===== src/rtl/bp_pkg.sv =====
// Shared types and constants for the branch predictor front end.
// The BP_GSHARE_EN macro selects the gshare hash; without it the hash is bimodal.
package bp_pkg;

  localparam int unsigned BP_IDX_W = 4;
  localparam int unsigned BP_PC_W  = 32;

  typedef logic [BP_IDX_W-1:0] bp_idx_t;

  // PC/history hash for the default widths; word-aligned PC bits select the entry
  function automatic bp_idx_t bp_hash(input logic [BP_PC_W-1:0] pc, input bp_idx_t hist);
`ifdef BP_GSHARE_EN
    return pc[BP_IDX_W+1:2] ^ hist;
`else
    return pc[BP_IDX_W+1:2] | (hist & '0);
`endif
  endfunction

endpackage


===== src/rtl/branch_index_gen_if.sv =====
// Lookup / resolve / update bundle between the fetch front end and branch_index_gen.
interface branch_index_gen_if #(
  parameter int unsigned PC_W  = 32,
  parameter int unsigned IDX_W = 4
);
  logic             pc_valid;
  logic [PC_W-1:0]  pc;
  logic             pc_ready;
  logic [IDX_W-1:0] index;
  logic             index_valid;
  logic             resolve_valid;
  logic             resolve_taken;
  logic             update_valid;
  logic [IDX_W-1:0] update_index;
  logic             update_taken;
  logic [IDX_W-1:0] ghr;
  logic             full;
  logic             empty;
  logic             resolve_err;

  modport master (
    output pc_valid, pc, resolve_valid, resolve_taken,
    input  pc_ready, index, index_valid, update_valid, update_index,
           update_taken, ghr, full, empty, resolve_err
  );

  modport slave (
    input  pc_valid, pc, resolve_valid, resolve_taken,
    output pc_ready, index, index_valid, update_valid, update_index,
           update_taken, ghr, full, empty, resolve_err
  );
endinterface


===== src/rtl/bp_index_fifo.sv =====
// In-flight index FIFO: synchronous, no push-to-pop bypass, async active-high reset.
// Caller guarantees push only when not full and pop only when not empty.
module bp_index_fifo #(
  parameter int unsigned WIDTH = 4,
  parameter int unsigned DEPTH = 4
) (
  input  logic                         clk,
  input  logic                         reset,
  input  logic                         push,
  input  logic                         pop,
  input  logic [WIDTH-1:0]             din,
  output logic [WIDTH-1:0]             head,
  output logic [$clog2(DEPTH+1)-1:0]   count
);
  localparam int unsigned PTR_W = $clog2(DEPTH);
  localparam int unsigned CNT_W = $clog2(DEPTH+1);

  logic [WIDTH-1:0] mem [DEPTH];
  logic [PTR_W-1:0] wr_ptr;
  logic [PTR_W-1:0] rd_ptr;

  assign head = mem[rd_ptr];

  // Storage write; contents need no reset since reads are gated by count
  always_ff @(posedge clk) begin
    if (push) mem[wr_ptr] <= din;
  end

  // Pointer and occupancy tracking; pointers wrap naturally (DEPTH is a power of two)
  always_ff @(posedge clk or posedge reset) begin
    if (reset) begin
      wr_ptr <= '0;
      rd_ptr <= '0;
      count  <= '0;
    end else begin
      if (push) wr_ptr <= wr_ptr + PTR_W'(1);
      if (pop)  rd_ptr <= rd_ptr + PTR_W'(1);
      unique case ({push, pop})
        2'b10:   count <= count + CNT_W'(1);
        2'b01:   count <= count - CNT_W'(1);
        default: count <= count;
      endcase
    end
  end
endmodule


===== src/rtl/branch_index_gen.sv =====
// Branch predictor index generator: hashes PC (and GHR when BP_GSHARE_EN is
// defined) into a table index, tracks in-flight indices, emits updates on resolve.
module branch_index_gen
  import bp_pkg::*;
#(
  parameter int unsigned PC_W  = BP_PC_W,
  parameter int unsigned IDX_W = BP_IDX_W,
  parameter int unsigned DEPTH = 4
) (
  input logic              clk,
  input logic              reset,
  branch_index_gen_if.slave bus
);
  localparam int unsigned CNT_W = $clog2(DEPTH+1);

  logic [CNT_W-1:0] count;
  logic [IDX_W-1:0] head;
  logic [IDX_W-1:0] h;
  logic [IDX_W-1:0] ghr_q;
  logic [IDX_W-1:0] index_q;
  logic [IDX_W-1:0] update_index_q;
  logic             index_valid_q;
  logic             update_valid_q;
  logic             update_taken_q;
  logic             resolve_err_q;
  logic             full;
  logic             empty;
  logic             accept;
  logic             do_pop;
  logic             unused_pc_bits;

  assign full   = (count == CNT_W'(DEPTH));
  assign empty  = (count == '0);
  assign accept = bus.pc_valid && !full;
  assign do_pop = bus.resolve_valid && !empty;

  assign unused_pc_bits = ^{bus.pc[PC_W-1:IDX_W+2], bus.pc[1:0]};

`ifdef BP_GSHARE_EN
  // Non-speculative history: shifts only when a branch actually resolves
  always_ff @(posedge clk or posedge reset) begin
    if (reset)       ghr_q <= '0;
    else if (do_pop) ghr_q <= {ghr_q[IDX_W-2:0], bus.resolve_taken};
  end
  assign h = bus.pc[IDX_W+1:2] ^ ghr_q;
`else
  assign ghr_q = '0;
  assign h     = bus.pc[IDX_W+1:2];
`endif

  bp_index_fifo #(
    .WIDTH (IDX_W),
    .DEPTH (DEPTH)
  ) u_fifo (
    .clk   (clk),
    .reset (reset),
    .push  (accept),
    .pop   (do_pop),
    .din   (h),
    .head  (head),
    .count (count)
  );

  // Registered lookup result; index holds when no lookup is accepted
  always_ff @(posedge clk or posedge reset) begin
    if (reset) begin
      index_q       <= '0;
      index_valid_q <= 1'b0;
    end else begin
      index_valid_q <= accept;
      if (accept) index_q <= h;
    end
  end

  // Update pulse on resolve, plus sticky error for resolves with nothing in flight
  always_ff @(posedge clk or posedge reset) begin
    if (reset) begin
      update_valid_q <= 1'b0;
      update_index_q <= '0;
      update_taken_q <= 1'b0;
      resolve_err_q  <= 1'b0;
    end else begin
      update_valid_q <= do_pop;
      if (do_pop) begin
        update_index_q <= head;
        update_taken_q <= bus.resolve_taken;
      end
      if (bus.resolve_valid && empty) resolve_err_q <= 1'b1;
    end
  end

  assign bus.pc_ready     = !full;
  assign bus.full         = full;
  assign bus.empty        = empty;
  assign bus.index        = index_q;
  assign bus.index_valid  = index_valid_q;
  assign bus.update_valid = update_valid_q;
  assign bus.update_index = update_index_q;
  assign bus.update_taken = update_taken_q;
  assign bus.ghr          = ghr_q;
  assign bus.resolve_err  = resolve_err_q;
endmodule


===== src/flat_wrapper.sv =====
// flat-port wrapper written by rule: the top's interface ports become plain ports
module branch_index_gen_flat import bp_pkg::*;
#(
  parameter int unsigned PC_W  = BP_PC_W,
  parameter int unsigned IDX_W = BP_IDX_W,
  parameter int unsigned DEPTH = 4
)
  (clk, reset, bus_pc_valid, bus_pc, bus_resolve_valid, bus_resolve_taken, bus_pc_ready, bus_index, bus_index_valid, bus_update_valid, bus_update_index, bus_update_taken, bus_ghr, bus_full, bus_empty, bus_resolve_err);
  branch_index_gen_if #(.PC_W(PC_W), .IDX_W(IDX_W)) bus_i ();
  input logic clk;
  input logic reset;
  input wire logic [$bits(bus_i.pc_valid)-1:0] bus_pc_valid;
  input wire logic [$bits(bus_i.pc)-1:0] bus_pc;
  input wire logic [$bits(bus_i.resolve_valid)-1:0] bus_resolve_valid;
  input wire logic [$bits(bus_i.resolve_taken)-1:0] bus_resolve_taken;
  output wire logic [$bits(bus_i.pc_ready)-1:0] bus_pc_ready;
  output wire logic [$bits(bus_i.index)-1:0] bus_index;
  output wire logic [$bits(bus_i.index_valid)-1:0] bus_index_valid;
  output wire logic [$bits(bus_i.update_valid)-1:0] bus_update_valid;
  output wire logic [$bits(bus_i.update_index)-1:0] bus_update_index;
  output wire logic [$bits(bus_i.update_taken)-1:0] bus_update_taken;
  output wire logic [$bits(bus_i.ghr)-1:0] bus_ghr;
  output wire logic [$bits(bus_i.full)-1:0] bus_full;
  output wire logic [$bits(bus_i.empty)-1:0] bus_empty;
  output wire logic [$bits(bus_i.resolve_err)-1:0] bus_resolve_err;
  assign bus_i.pc_valid = bus_pc_valid;
  assign bus_i.pc = bus_pc;
  assign bus_i.resolve_valid = bus_resolve_valid;
  assign bus_i.resolve_taken = bus_resolve_taken;
  assign bus_pc_ready = bus_i.pc_ready;
  assign bus_index = bus_i.index;
  assign bus_index_valid = bus_i.index_valid;
  assign bus_update_valid = bus_i.update_valid;
  assign bus_update_index = bus_i.update_index;
  assign bus_update_taken = bus_i.update_taken;
  assign bus_ghr = bus_i.ghr;
  assign bus_full = bus_i.full;
  assign bus_empty = bus_i.empty;
  assign bus_resolve_err = bus_i.resolve_err;
  branch_index_gen #(.PC_W(PC_W), .IDX_W(IDX_W), .DEPTH(DEPTH)) u_core (.clk(clk), .reset(reset), .bus(bus_i));
endmodule

===== config.mk =====
export PLATFORM = sky130hd
export DESIGN_NAME = branch_index_gen_flat
export DESIGN_NICKNAME = d
export VERILOG_FILES = /design/src/rtl/bp_pkg.sv /design/src/rtl/branch_index_gen_if.sv /design/src/rtl/bp_index_fifo.sv /design/src/rtl/branch_index_gen.sv /design/src/flat_wrapper.sv
export SDC_FILE = /design/constraint.sdc
export NUM_CORES = 1
export LEC_CHECK = 0
export BUFFER_PORTS_ARGS = -buffer_cell sky130_fd_sc_hd__buf_2
export CORE_ASPECT_RATIO = 1.25
export CORE_MARGIN = 2
export CORE_UTILIZATION = 48
export CTS_CLUSTER_DIAMETER = 100
export DETAILED_ROUTE_END_ITERATION = 7
export PLACE_DENSITY = 0.78
export SLEW_MARGIN = 20
export SYNTH_ARGS = -nofsm -noshare
export SYNTH_HDL_FRONTEND = slang
export SYNTH_SLANG_ARGS = --single-unit
export TNS_END_PERCENT = 10

===== constraint.sdc =====
create_clock -name clk -period 2.67 [get_ports clk]
set_input_delay 0.534 -clock clk [delete_from_list [all_inputs] [get_ports clk]]
set_output_delay 0.534 -clock clk [all_outputs]
set_load 0.02 [all_outputs]

==> impl_metrics.json <==
{
  "chipWidth_um": 54.2,
  "rsz0062_at_grt": "false",
  "critPathArrivalTime_ns": 2.59,
  "portBuffers": 23,
  "report.final.hold_viol_count": 0,
  "drcViolationCount": 0,
  "netlist_area_um2": 1510,
  "reg2reg_slack_ns": 0.34,
  "cp_top_family": "simple AND/OR/NAND/NOR gates",
  "ys_warn_count": 0,
  "groute.usage.overall_pct": 16.3,
  "synth_xor_area_share_pct": 3.47,
  "cts_tree": "done",
  "p_int_mw": 1.16,
  "slew_violations": 0,
  "h-tree-depth": 2,
  "relSlewSlack_pct": 52.6,
  "hp-class": "in -> async",
  "worst_path_max_delay_cell": "or3b_1",
  "slowest_delay_ns": 0.54,
  "fin_skew_ns": 0.00501,
  "post_cts_buffers": 0,
  "max_clock_freq_ghz": 0.430,
  "crit_path_end_kind": "register",
  "synth-seq-cells": 35,
  "holdWs_ns": 0.282,
  "p_clk_share_pct": 16.0,
  "syn_avg_cell_area_um2": 15.3,
  "insertion_delay_ns": 0.34,
  "drtIter0Drc": 11,
  "cp.required_ns": 2.94,
  "wl_mm": 2.35,
  "power_frac_comb_pct": 36.7,
  "power_mw": 1.86,
  "synth-adder-area-share_pct": 5.45,
  "regToRegEndpoint": "u_core.u_fifo.count[2]",
  "pre_cts_ws_ns": 0.373,
  "via_per_inst": 4.82,
  "reg2reg_from": "u_core.u_fifo.count[0]",
  "path_max_fanout": 7,
  "p_seq_share_pct": 47.3,
  "final.period_utilization_pct": 87.1,
  "layout.nets": 169,
  "crit_path_cell_trace": "or3b_1 -> nand2_8 -> ha_1 -> inv_1 -> fa_1 -> xor2_1 -> nor2_1 -> xor2_1",
  "place_inst": 155,
  "drive_above_1_share_pct": 37.0,
  "status": "finished clean",
  "dr.pass1.iters": 4,
  "diodes": 0,
  "routed-via-count": 786,
  "antenna_found_initial": 0,
  "yosys.area_share.simple_pct": 8.43,
  "cts_buffers": 5,
  "die_h_um": 66.8,
  "cts.sinks": 35,
  "fin_tns_setup_ns": 0,
  "io_pins": 56,
  "drtAntennaViolNets": 0,
  "crit_path_frequent_cell": "xor2_1",
  "reg2reg_depth": 8,
  "critical_path_class": "reg -> reg",
  "synthCells": 99,
  "design_area_um2": 1700,
  "worst_slack_ns": 0.344,
  "cp_num_buf_inv": 1,
  "placed_area_um2": 1640,
  "p_leak_nw": 0.776,
  "min_period_ns": 2.33,
  "cts_root_buf": "clkbuf_4",
  "grt_max_degree": 20,
  "final_util_pct": 57.2,
  "core_um2": 2970,
  "synth-compound-area-share_pct": 1.90,
  "wl_per_cell_um": 14.4,
  "worst_pin_slew_ns": 0.710,
  "setup_viol": 0,
  "grt_overflow": 0,
  "gp_congestion": 0.677,
  "dp_hpwl_mm": 1.77,
  "synth_mux_area_share_pct": 11.6,
  "switching_share_pct": 37.6,
  "die-area_um2": 3620,
  "synth_cell_types": 23,
  "rows": 22,
  "cp.depth": 8,
  "area_growth_pct": 12.3,
  "grt_pass1_vias": 845,
  "clock_path_buffers": 2,
  "synth_top_family_by_area": "multiplexers",
  "maxCapViolCount": 0,
  "grt_pass1_wl_mm": 3.95,
  "path_clk_slew_ns": 0.11,
  "max-vdd-ir-drop_mv": 0.545,
  "stdcell_count": 163,
  "cts_hold_buf": 0,
  "p_per_area_nw_per_um2": 1090,
  "critPathLaunchType": "register",
  "start_util_pct": 50.9,
  "cts_resized": 0,
  "ys_seq_area_share_pct": 63.1,
  "switchingPower_mw": 0.699
}
-- how the worst max path moves through the flow --
| stage | start | endpoint | slack, ns |
|---|---|---|---|
| after floorplan | u_core.u_fifo.count[0] | u_core.u_fifo.count[2] | 0.60 |
| after detailed placement | u_core.u_fifo.count[0] | u_core.u_fifo.count[2] | 0.37 |
| after CTS | u_core.u_fifo.count[0] | u_core.u_fifo.count[2] | 0.34 |
| after global placement | u_core.u_fifo.count[0] | u_core.u_fifo.count[2] | 0.50 |
| final | u_core.u_fifo.count[0] | u_core.u_fifo.count[2] | 0.34 |
| after global routing | u_core.u_fifo.count[0] | u_core.u_fifo.count[2] | 0.19 |
-- synthesized netlist by cell type (all sizes together) --
library cell | n | area, um^2
dfrtp | 19 | 475
nand2 | 17 | 80.1
edfxtp | 16 | 480
inv | 9 | 41.3
buf | 6 | 46.3
ha | 5 | 62.6
mux2 | 5 | 75.1
and3 | 4 | 30.0
mux4 | 4 | 90.1
xnor2 | 4 | 35.0
xor2 | 2 | 17.5
a21o | 1 | 7.51
conb | 1 | 3.75
fa | 1 | 20.0
mux2i | 1 | 10.0
nor2 | 1 | 3.75
nor3 | 1 | 5.00
o31ai | 1 | 21.3
or3b | 1 | 8.76
-- power by group through the flow --
stage | Sequential, mW | Clock [mW] | Combinational (mW)
2_1_floorplan | 0.935 | 0 | 0.473
3_3_place_gp | 0.876 | 0 | 0.654
3_5_place_dp | 0.896 | 0 | 0.689
4_1_cts | 0.883 | 0.307 | 0.693
5_1_grt | 0.907 | 0.332 | 0.756
6_report | 0.880 | 0.297 | 0.682
-- area by class of cell --
class / instances / area [um^2]
Multi-Input combinational cell: 52 / 482
Inverter: 9 / 41.3
Fill cell: 261 / 1270
Clock buffer: 5 / 37.5
Tap cell: 36 / 45.0
Clock inverter: 3 / 23.8
Timing Repair Buffer: 23 / 115
Sequential cell: 35 / 956
-- logic make-up after synthesis --
family | after synthesis
simple gates | 24
compound gates | 2
xor+xnor | 6
buf+inv | 15
other cells | 1
fa+ha+maj | 6
mux | 10
flops | 35
-- sequential cells by signal, indices dropped and copies added, names as in the netlist --
| name | count |
|---|---|
| u_core.bus.update_valid | 1 |
| u_core.bus.index | 4 |
| u_core.u_fifo.mem | 16 |
| u_core.bus.resolve_err | 1 |
| u_core.u_fifo.wr_ptr | 2 |
| u_core.u_fifo.count | 3 |
| u_core.bus.update_taken | 1 |
| u_core.bus.update_index | 4 |
| u_core.bus.index_valid | 1 |
| u_core.u_fifo.rd_ptr | 2 |
-- placed cells by master, fill, tap and decap left out, types with 2 or more instances in the layout --
cell type	instances
and3_2	4
buf_2	23
clkbuf_4	5
clkinvlp_4	2
conb_1	4
dfrtp_1	19
edfxtp_1	16
ha_1	5
inv_1	8
mux2_4	5
mux4_2	4
nand2_1	16
xnor2_1	4
xor2_1	2
-- per-layer routing --
layer | routed length [um] | vias up | track usage, % | part of all wire [%]
met5 | 0 | - | 0 | 0
met4 | 48 | 0 | 9.38 | 2.0
met3 | 113 | 5 | 5.38 | 4.8
met2 | 1260 | 21 | 26.5 | 54
met1 | 926 | 380 | 18.0 | 39
li1 | - | 380 | - | -
-- worst register-to-register path, cell delays in order (launching register included) --
cell and delay (ns):
dfrtp_1 0.48, or3b_1 0.54, nand2_8 0.15, ha_1 0.19, inv_1 0.07, fa_1 0.37, xor2_1 0.15, nor2_1 0.12
xor2_1 0.19
Note: power is estimated with default switching activity, not from simulation.
